===== config.mk =====
export PLATFORM = sky130hd
export DESIGN_NAME = multicycle_control
export DESIGN_NICKNAME = d
export VERILOG_FILES = /design/src/rtl/ctrl_pkg.sv /design/src/rtl/alu_decoder.sv /design/src/rtl/multicycle_control.sv
export SDC_FILE = /design/constraint.sdc
export NUM_CORES = 1
export LEC_CHECK = 0
export BUFFER_PORTS_ARGS = -buffer_cell sky130_fd_sc_hd__buf_2
export CORE_MARGIN = 1
export CORE_UTILIZATION = 46
export DETAILED_ROUTE_END_ITERATION = 8
export PLACE_DENSITY = 0.83
export SYNTH_ARGS = -nofsm -noshare
export SYNTH_HDL_FRONTEND = slang
export SYNTH_SLANG_ARGS = --single-unit

===== constraint.sdc =====
create_clock -name clk -period 2.85 [get_ports clk]
set_input_delay 0.57 -clock clk [delete_from_list [all_inputs] [get_ports clk]]
set_output_delay 0.57 -clock clk [all_outputs]
set_load 0.05 [all_outputs]

===== src/rtl/ctrl_pkg.sv =====
`default_nettype none
// ============================================================================
// Module   : ctrl_pkg
// Purpose  : Shared encodings for the multicycle control unit: FSM states,
//            opcode and funct values, ALUControl codes, ALU B-source selects
//            and the aluop codes driven into the ALU decoder.
// Ports    : none (package)
// Revision : 1.0 - initial release
// ============================================================================
package ctrl_pkg;

   typedef enum logic [3:0] {
      S_FETCH    = 4'd0,
      S_DECODE   = 4'd1,
      S_MEMADR   = 4'd2,
      S_MEMRD    = 4'd3,
      S_MEMWB    = 4'd4,
      S_MEMWR    = 4'd5,
      S_EXECUTE  = 4'd6,
      S_ALUWB    = 4'd7,
      S_BRANCH   = 4'd8,
      S_ADDIEXEC = 4'd9,
      S_ADDIWB   = 4'd10
   } state_t;

   localparam logic [5:0] OP_RTYPE = 6'h00;
   localparam logic [5:0] OP_LW    = 6'h23;
   localparam logic [5:0] OP_SW    = 6'h2B;
   localparam logic [5:0] OP_BEQ   = 6'h04;
   localparam logic [5:0] OP_ADDI  = 6'h08;

   localparam logic [5:0] FN_ADD = 6'h20;
   localparam logic [5:0] FN_SUB = 6'h22;
   localparam logic [5:0] FN_AND = 6'h24;
   localparam logic [5:0] FN_OR  = 6'h25;
   localparam logic [5:0] FN_SLT = 6'h2A;

   localparam logic [2:0] ALU_ADD = 3'b010;
   localparam logic [2:0] ALU_SUB = 3'b110;
   localparam logic [2:0] ALU_AND = 3'b000;
   localparam logic [2:0] ALU_OR  = 3'b001;
   localparam logic [2:0] ALU_SLT = 3'b111;

   localparam logic [1:0] ALUB_REGB  = 2'b00;
   localparam logic [1:0] ALUB_FOUR  = 2'b01;
   localparam logic [1:0] ALUB_IMM   = 2'b10;
   localparam logic [1:0] ALUB_IMMSH = 2'b11;

   localparam logic [1:0] ALUOP_ADD   = 2'b00;
   localparam logic [1:0] ALUOP_SUB   = 2'b01;
   localparam logic [1:0] ALUOP_FUNCT = 2'b10;

endpackage : ctrl_pkg
`default_nettype wire


===== src/rtl/alu_decoder.sv =====
`default_nettype none
// ============================================================================
// Module   : alu_decoder
// Purpose  : Maps the FSM's aluop request plus the instruction funct field to
//            the 3-bit ALUControl code, and flags whether funct is one of the
//            supported R-type operations.
// Ports    : aluop       in  2    00 add, 01 sub, 10 decode from funct
//            funct       in  FNW  instr[5:0]
//            alu_control out 3    ALU operation code
//            funct_valid out 1    funct is a supported R-type function
// Revision : 1.0 - initial release
// ============================================================================
module alu_decoder
   import ctrl_pkg::*;
#(
   parameter int FNW = 6
) (
   input  logic [1:0]     aluop,
   input  logic [FNW-1:0] funct,
   output logic [2:0]     alu_control,
   output logic           funct_valid
);

   logic [2:0] w_funct_ctrl;

   // funct_valid is independent of aluop so DECODE can screen R-types early.
   always_comb begin
      w_funct_ctrl = ALU_ADD;
      funct_valid  = 1'b1;
      case (funct)
         FN_ADD:  w_funct_ctrl = ALU_ADD;
         FN_SUB:  w_funct_ctrl = ALU_SUB;
         FN_AND:  w_funct_ctrl = ALU_AND;
         FN_OR:   w_funct_ctrl = ALU_OR;
         FN_SLT:  w_funct_ctrl = ALU_SLT;
         default: funct_valid  = 1'b0;
      endcase
   end

   always_comb begin
      alu_control = ALU_ADD;
      case (aluop)
         ALUOP_ADD:   alu_control = ALU_ADD;
         ALUOP_SUB:   alu_control = ALU_SUB;
         ALUOP_FUNCT: alu_control = w_funct_ctrl;
         default:     alu_control = ALU_ADD;
      endcase
   end

endmodule : alu_decoder
`default_nettype wire


===== src/rtl/multicycle_control.sv =====
`default_nettype none
// ============================================================================
// Module   : multicycle_control
// Purpose  : Moore FSM controller for the multicycle 32-bit datapath. Drives
//            all datapath selects/enables, handshakes memory via mem_ready.
// Ports    : clk, reset (async active-low)
//            opcode/funct  in   IR fields; zero in  ALU zero flag
//            mem_ready     in   memory completes current access
//            PCEn, PCSrcSel, IorDSel, IRWriteEn, MemRead, MemWrite,
//            RegWrite, RegDstSel, MemtoRegSel, ALUASrcSel   out 1
//            ALUBSrcSel out 2, ALUControl out 3
//            illegal_instr out 1 (pulse in DECODE), state_dbg out STW
// Revision : 1.0 - initial release
// ============================================================================
module multicycle_control
   import ctrl_pkg::*;
#(
   parameter int OPW = 6,
   parameter int FNW = 6,
   parameter int STW = 4
) (
   input  logic           clk,
   input  logic           reset,
   input  logic [OPW-1:0] opcode,
   input  logic [FNW-1:0] funct,
   input  logic           zero,
   input  logic           mem_ready,
   output logic           PCEn,
   output logic           PCSrcSel,
   output logic           IorDSel,
   output logic           IRWriteEn,
   output logic           MemRead,
   output logic           MemWrite,
   output logic           RegWrite,
   output logic           RegDstSel,
   output logic           MemtoRegSel,
   output logic           ALUASrcSel,
   output logic [1:0]     ALUBSrcSel,
   output logic [2:0]     ALUControl,
   output logic           illegal_instr,
   output logic [STW-1:0] state_dbg
);

   state_t     r_state;
   state_t     w_next_state;
   logic       w_pc_write;
   logic       w_branch;
   logic [1:0] w_aluop;
   logic       w_funct_valid;

   alu_decoder #(.FNW(FNW)) u_alu_decoder (
      .aluop       (w_aluop),
      .funct       (funct),
      .alu_control (ALUControl),
      .funct_valid (w_funct_valid)
   );

   always_ff @(posedge clk or negedge reset) begin
      if (!reset) r_state <= S_FETCH;
      else        r_state <= w_next_state;
   end

   always_comb begin
      w_next_state  = r_state;
      w_pc_write    = 1'b0;
      w_branch      = 1'b0;
      w_aluop       = ALUOP_ADD;
      PCSrcSel      = 1'b0;
      IorDSel       = 1'b0;
      IRWriteEn     = 1'b0;
      MemRead       = 1'b0;
      MemWrite      = 1'b0;
      RegWrite      = 1'b0;
      RegDstSel     = 1'b0;
      MemtoRegSel   = 1'b0;
      ALUASrcSel    = 1'b0;
      ALUBSrcSel    = ALUB_REGB;
      illegal_instr = 1'b0;

      case (r_state)
         S_FETCH: begin
            MemRead    = 1'b1;
            ALUBSrcSel = ALUB_FOUR;
            if (mem_ready) begin
               IRWriteEn    = 1'b1;
               w_pc_write   = 1'b1;
               w_next_state = S_DECODE;
            end
         end
         S_DECODE: begin
            // Branch target computed speculatively into ALUOut.
            ALUBSrcSel = ALUB_IMMSH;
            case (opcode)
               OP_LW, OP_SW: w_next_state = S_MEMADR;
               OP_BEQ:       w_next_state = S_BRANCH;
               OP_ADDI:      w_next_state = S_ADDIEXEC;
               OP_RTYPE: begin
                  if (w_funct_valid) begin
                     w_next_state = S_EXECUTE;
                  end else begin
                     w_next_state  = S_FETCH;
                     illegal_instr = 1'b1;
                  end
               end
               default: begin
                  w_next_state  = S_FETCH;
                  illegal_instr = 1'b1;
               end
            endcase
         end
         S_MEMADR: begin
            ALUASrcSel   = 1'b1;
            ALUBSrcSel   = ALUB_IMM;
            w_next_state = (opcode == OP_LW) ? S_MEMRD : S_MEMWR;
         end
         S_MEMRD: begin
            IorDSel = 1'b1;
            MemRead = 1'b1;
            if (mem_ready) w_next_state = S_MEMWB;
         end
         S_MEMWB: begin
            MemtoRegSel  = 1'b1;
            RegWrite     = 1'b1;
            w_next_state = S_FETCH;
         end
         S_MEMWR: begin
            IorDSel  = 1'b1;
            MemWrite = 1'b1;
            if (mem_ready) w_next_state = S_FETCH;
         end
         S_EXECUTE: begin
            ALUASrcSel   = 1'b1;
            w_aluop      = ALUOP_FUNCT;
            w_next_state = S_ALUWB;
         end
         S_ALUWB: begin
            RegDstSel    = 1'b1;
            RegWrite     = 1'b1;
            w_next_state = S_FETCH;
         end
         S_BRANCH: begin
            ALUASrcSel   = 1'b1;
            w_aluop      = ALUOP_SUB;
            w_branch     = 1'b1;
            PCSrcSel     = 1'b1;
            w_next_state = S_FETCH;
         end
         S_ADDIEXEC: begin
            ALUASrcSel   = 1'b1;
            ALUBSrcSel   = ALUB_IMM;
            w_next_state = S_ADDIWB;
         end
         S_ADDIWB: begin
            RegWrite     = 1'b1;
            w_next_state = S_FETCH;
         end
         default: w_next_state = S_FETCH;
      endcase

      // Reset holds the state at FETCH, but FETCH would otherwise strobe
      // MemRead; squash every output to its idle value while reset is low.
      if (!reset) begin
         w_pc_write    = 1'b0;
         w_branch      = 1'b0;
         w_aluop       = ALUOP_ADD;
         PCSrcSel      = 1'b0;
         IorDSel       = 1'b0;
         IRWriteEn     = 1'b0;
         MemRead       = 1'b0;
         MemWrite      = 1'b0;
         RegWrite      = 1'b0;
         RegDstSel     = 1'b0;
         MemtoRegSel   = 1'b0;
         ALUASrcSel    = 1'b0;
         ALUBSrcSel    = ALUB_REGB;
         illegal_instr = 1'b0;
      end
   end

   assign PCEn      = w_pc_write | (w_branch & zero);
   assign state_dbg = STW'(r_state);

endmodule : multicycle_control
`default_nettype wire


# After elaboration in Yosys (flattened, before gate mapping)

Index checks and enable logic that the tools add are counted.

Input bits: 16
Register bits after elaboration: 4
Logic and storage cells: 75
Output and inout port bits: 20

Mux-type cells: 37
Reduce and logical (&&, ||, !) cells: 11
Bitwise operators: 2
Equal/unequal tests: 24

Operator list:

| cell               | count |
|---|---|
| $eq 6x6->1 const B | 7 |
| $pmux 4 s7         | 1 |
| $mux 1             | 23 |
| $eq 4x3->1 const B | 4 |
| $pmux 4 s4         | 1 |
| $eq 4x4->1 const B | 3 |
| $mux 4             | 3 |
| $pmux 3 s4         | 1 |
| $eq 4x2->1 const B | 2 |
| $reduce_or 2->1    | 4 |
| $reduce_or 4->1    | 2 |
| $eq 6x3->1 const B | 1 |
| $eq 6x4->1 const B | 1 |
| $logic_not 6->1    | 1 |
| $mux 3             | 2 |
| $ne 2x2->1 const B | 3 |
| $pmux 2 s3         | 1 |
| $pmux 3 s2         | 1 |
| $reduce_or 5->1    | 1 |
| $eq 4x1->1 const B | 1 |
| $logic_not 4->1    | 1 |
| $mux 2             | 2 |
| $pmux 2 s2         | 1 |
| $reduce_and 3->1   | 1 |
| other kinds (6)    | 6 |

# Logic depth before layout (Yosys ltp)

Depth after elaboration: 7
Mapped depth: 7
Depth with buffers taken out: 6

# Hierarchy

A second synthesis with hierarchy kept.

Cells, all modules: 95
Area total of the unflattened synthesis: 684.4 µm²

By module, submodules not included:

| module             | area each (µm²) | seq. area each (µm²) | times used | cells an instance |
|---|---|---|---|---|
| multicycle_control | 516.7           | 100.1                | 1          | 77 |
| alu_decoder        | 167.7           | 0.0                  | 1          | 18 |

# Worst setup path before layout

No wires, ideal clock.

Path kind: reg2out
Start point: reg r_state[2], in the netlist state_dbg[2]
End point: out ALUControl[2]
Path buffers: 1
Path slack: -0.103 ns
Cell stages (with the launch flop): 8
Data required time: 2.280 ns
Arrival: 2.383 ns
Cells stage by stage: dfrtp_1 -> buf_2 -> nor2b_1 -> nand3_1 -> inv_1 -> ha_1 -> a41oi_1 -> nor2_1

Cells in the longest elaborated chain, start to end: 5
Elaborated cells on any way between the ends: 7
Those cells by class: 4 x eq/ne; 3 x mux

RTL lines:

| element                                         | RTL line                  | source |
|---|---|---|
| from (decl)                                     | multicycle_control.sv:44  | `state_t r_state;` |
| from (signal assigned)                          | multicycle_control.sv:60  | `else r_state <= w_next_state;` |
| $eq 4x4->1 / $eq 4x3->1 (equally long branches) | multicycle_control.sv:80  | `case (r_state)` |
| $pmux 2 s2 (*)                                  | multicycle_control.sv:80  |  |
| $mux 2 (*)                                      | multicycle_control.sv:162 | `if (!reset) begin` |
| $eq 2x2->1 / $eq 2x1->1 (equally long branches) | alu_decoder.sv:42         | `case (aluop)` |
| $pmux 3 s2 (*)                                  | alu_decoder.sv:42         |  |
| to (decl)                                       | multicycle_control.sv:39  | `output logic [2:0] ALUControl,` |

Mark *: on every way between the ends. The rest lies on a longest branch, timed or not.

# Worst setup path in the final report

Start point: reg r_state[0], in the netlist state_dbg[0]
End point: out ALUControl[2]

Same word-level chain as after synthesis.

==> results.txt <==
----------------------------------------------------
[Timing]
  Fin. Hold Viols ... 0
  Max transition margin ... 71.3%
  Final setup violation count ... 0
  RSZ-0062 raised after global routing ... no
  Worst slew pin tran ... 0.429 ns
  Skew final ... 0.00271 ns
  Number of pins exceeding their max-slew limit in the final report ... 0
  Final Critical Period ... 2.63 ns
  Final period utilization ... 92.4%
  Max Clk Rate ... 380 MHz

[Place]
  Count of placed standard cells including taps ... 131
  Buffers on Ports ... 35
  Detailed Place HPWL ... 1230 um
  Gp weighted congestion ... 0.747

[Cells and area]
  Number of diodes ... 0
  Share of cells above drive strength 1 ... 40.8%
  Number of flip-flops under the largest register name ... 4
  Fill cell total of the finished layout ... 103
  Syn-to-layout area delta ... 33.3%
  Post-Layout Cell Count ... 134
  Number of nets in the layout ... 140

[Hold path]
  Path type of the worst min-delay path ... primary input to asynchronous set/reset pin

[Global route]
  Antenna violations before repair ... 0
  Total routing resource utilization after global routing ... 24.0%
  Maximum number of pins on one net before global-route repair ... 16
  Total gr overflow ... 0
  Global-route wire length before repair ... 2580 um
  Vias in the first global route ... 606

[Setup path]
  Required time of the worst setup path ... 2.28 ns
  Crit path DAT ... 2.06 ns
  Launch instance of the worst register-to-register path ... state_dbg[2]
  Worst Setup Start Kind ... flop
  Worst reg2reg path endpoint ... state_dbg[2]
  Type of the worst setup path ... flop to primary output
  Critical path capture point type ... primary output
  Register-to-Register Setup Slack ... 1.38 ns
  Number of cells on the worst reg-to-reg path ... 3
  Top fanout value on the critical path ... 12

[Routing]
  Count of antenna-violating nets left after detailed routing ... 0
  Total Routed Length ... 1550 um
  Vias per Instance ... 5.49
  Routed length per instance ... 11.6 um
  Drt first-iter violations ... 22
  Number of remaining DRC errors ... 0
  Total number of vias ... 736
  Detailed-routing iteration count for the pre-antenna-repair pass ... 4

[Synth]
  Proportion of synthesized chip area in sequential cells ... 15.9%
  Post-synthesis average cell area ... 7.39 um2
  Portion of synthesized cell area occupied by the leading cell type ... 15.9%
  Largest area contributor in the synthesized netlist ... dfrtp_1
  FF+latch count, synth ... 4
  Synthesized cell area ... 628 um2
  Compound-gate portion of the synthesized area ... 22.7%
  Ranking of synthesized cells by area ... dfrtp_1, nor2_1, nor3_1
  Post-synthesis share of cell area spent on xor and xnor gates ... 2.79%
  Adder-cell share of the synthesized area ... 3.98%
  Commonest cells in the netlist ... nor2_1, nand2_1, nor3_1
  Post-synth top flop ... dfrtp_1
  Main combinational cell family by area after synthesis ... simple AND/OR/NAND/NOR gates
  Number of warnings issued by yosys ... 0
  Proportion of synthesized area in mux cells ... 7.37%
  Async set or reset register ratio after synthesis ... 100%
  Share of synthesized cell area in and, or, nand and nor gates ... 42.4%
  Post-Synthesis Net Count ... 103
  Unique masters post-synth ... 37
  Top-count cell post-synth ... nor2_1
  Synthesized instance count ... 85
  Post-synth EDFFs ... 0

[Floorplanning]
  Die Height ... 39.0 um
  # rows ... 12
  Die X ... 39.0 um
  Core footprint ... 0.00119 mm2
  I/O pin total ... 36
  Starting Density ... 53.0%
  Area enclosed by the die boundary ... 0.00152 mm2

[Power]
  Worst supply voltage drop on vdd ... 0.303 mV
  Power per Cell Area ... 309 mW/mm2
  Total power ... 0.000258 W
  Leakage power ... 0.410 nW

[Clocking]
  Cells resized by post-CTS repair ... 0
  Buffer count from post-CTS setup fixing ... 0
  H-Tree Depth ... 1
  TritonCTS clock tree ... built
  Bufs on Longest Clock Path ... 2
  Latest clock arrival within the worst-skew pair ... 0.23 ns
  Cts hold-fix bufs ... 0
  Clock transition at the register clock pins on the worst setup and hold paths after CTS ... 0.04 ns
  Clk Tree Root Cell ... clkbuf_4
  Number of buffers created by CTS ... 3
  Number of sinks handled by clock tree synthesis ... 4

[Run]
  Max_cap viols ... 0

[Outcome]
  Run status ... completed

----------------------------------------------------
placed cells by master (no fill, tap or decap), drive strengths merged:
| cell | count |
|---|---|
| dfrtp | 4 |
| o32ai | 1 |
| nand3 | 3 |
| and2 | 1 |
| nor2 | 11 |
| and3 | 1 |
| a211o | 1 |
| a21oi | 4 |
| or3 | 2 |
| buf | 36 |
| nor3 | 9 |
| nor4b | 1 |
| or2 | 1 |
| inv | 3 |
| nor3b | 1 |
| a31oi | 1 |
| a41oi | 1 |
| o31ai | 1 |
| o21ai | 1 |
| o41ai | 1 |
| nor2b | 6 |
| o22a | 1 |
| ha | 2 |
| o31a | 1 |
| nand2b | 4 |
| nand2 | 8 |
| mux2 | 2 |
| a21o | 1 |
| clkbuf | 3 |
| a21boi | 2 |
| xnor2 | 2 |
| mux2i | 2 |
| a32oi | 2 |
per-stage QoR:
stage / utilization, % / hold slack (ns) / setup WS [ns] / area [um2] / TNS, ns
after global routing: 70.6 / 0.192 / 0.0691 / 837 / 0
after floorplan: - / 0.274 / -0.0106 / 633 / -0.0106
after global placement: 68.7 / 0.418 / 0.504 / 815 / 0
after CTS: 70.6 / 0.190 / 0.235 / 837 / 0
final: 70.6 / 0.182 / 0.217 / 837 / 0
after detailed placement: 68.7 / 0.430 / 0.486 / 815 / 0
worst max-delay path by stage:
stage	start	end	slack, ns	cells after the start
after floorplan	state_dbg[2]	MemRead	-0.01	4
after global placement	funct[2]	illegal_instr	0.50	6
after detailed placement	funct[2]	illegal_instr	0.49	6
after CTS	state_dbg[0]	ALUControl[2]	0.24	7
after global routing	state_dbg[0]	ALUControl[2]	0.07	7
final	state_dbg[0]	ALUControl[2]	0.22	7
kinds of logic (layout without fill, tap and decap cells):
group,Yosys count,in the layout
flip-flops,4,4
adder cells (fa/ha/maj),2,2
multiplexers,4,4
AND/OR/NAND/NOR,48,48
buffers and inverters,7,42
XOR/XNOR,2,2
AO/OA/AOI/OAI,18,18
power by group:
group | total, W | internal [W] | switching [W]
registers | 0.0000682 | 0.0000600 | 0.00000822
clock network | 0.0000693 | 0.0000471 | 0.0000223
logic | 0.000121 | 0.0000376 | 0.0000833
total | 0.000258 | 0.000145 | 0.000114
layout make-up:
cell class / count / area (um2) / area share (%)
multi-input combinational: 74 / 503 / 60.1
tap: 14 / 17.5 / 2.09
clock buffer: 3 / 22.5 / 2.69
inverter: 3 / 11.3 / 1.35
sequential: 4 / 100 / 12.0
timing repair buffer: 36 / 183 / 21.8
layer usage:
layer  GRT usage [%]  wire length, um  vias to the layer above
li1                -                -                      382
met1            34.5              741                      327
met2            38.8              747                       27
met3               0               60                        0
met4            7.76                0                        0
met5               0                0                        -
worst max-delay path, cell delays in order, from the launching register on:
cell and delay [ns]:
dfrtp_1 0.49, nor2b_1 0.41, nand3_1 0.16, inv_1 0.08, ha_1 0.19, a41oi_1 0.14, nor2_2 0.10, buf_2 0.26
(Power assumes the default switching activity.)
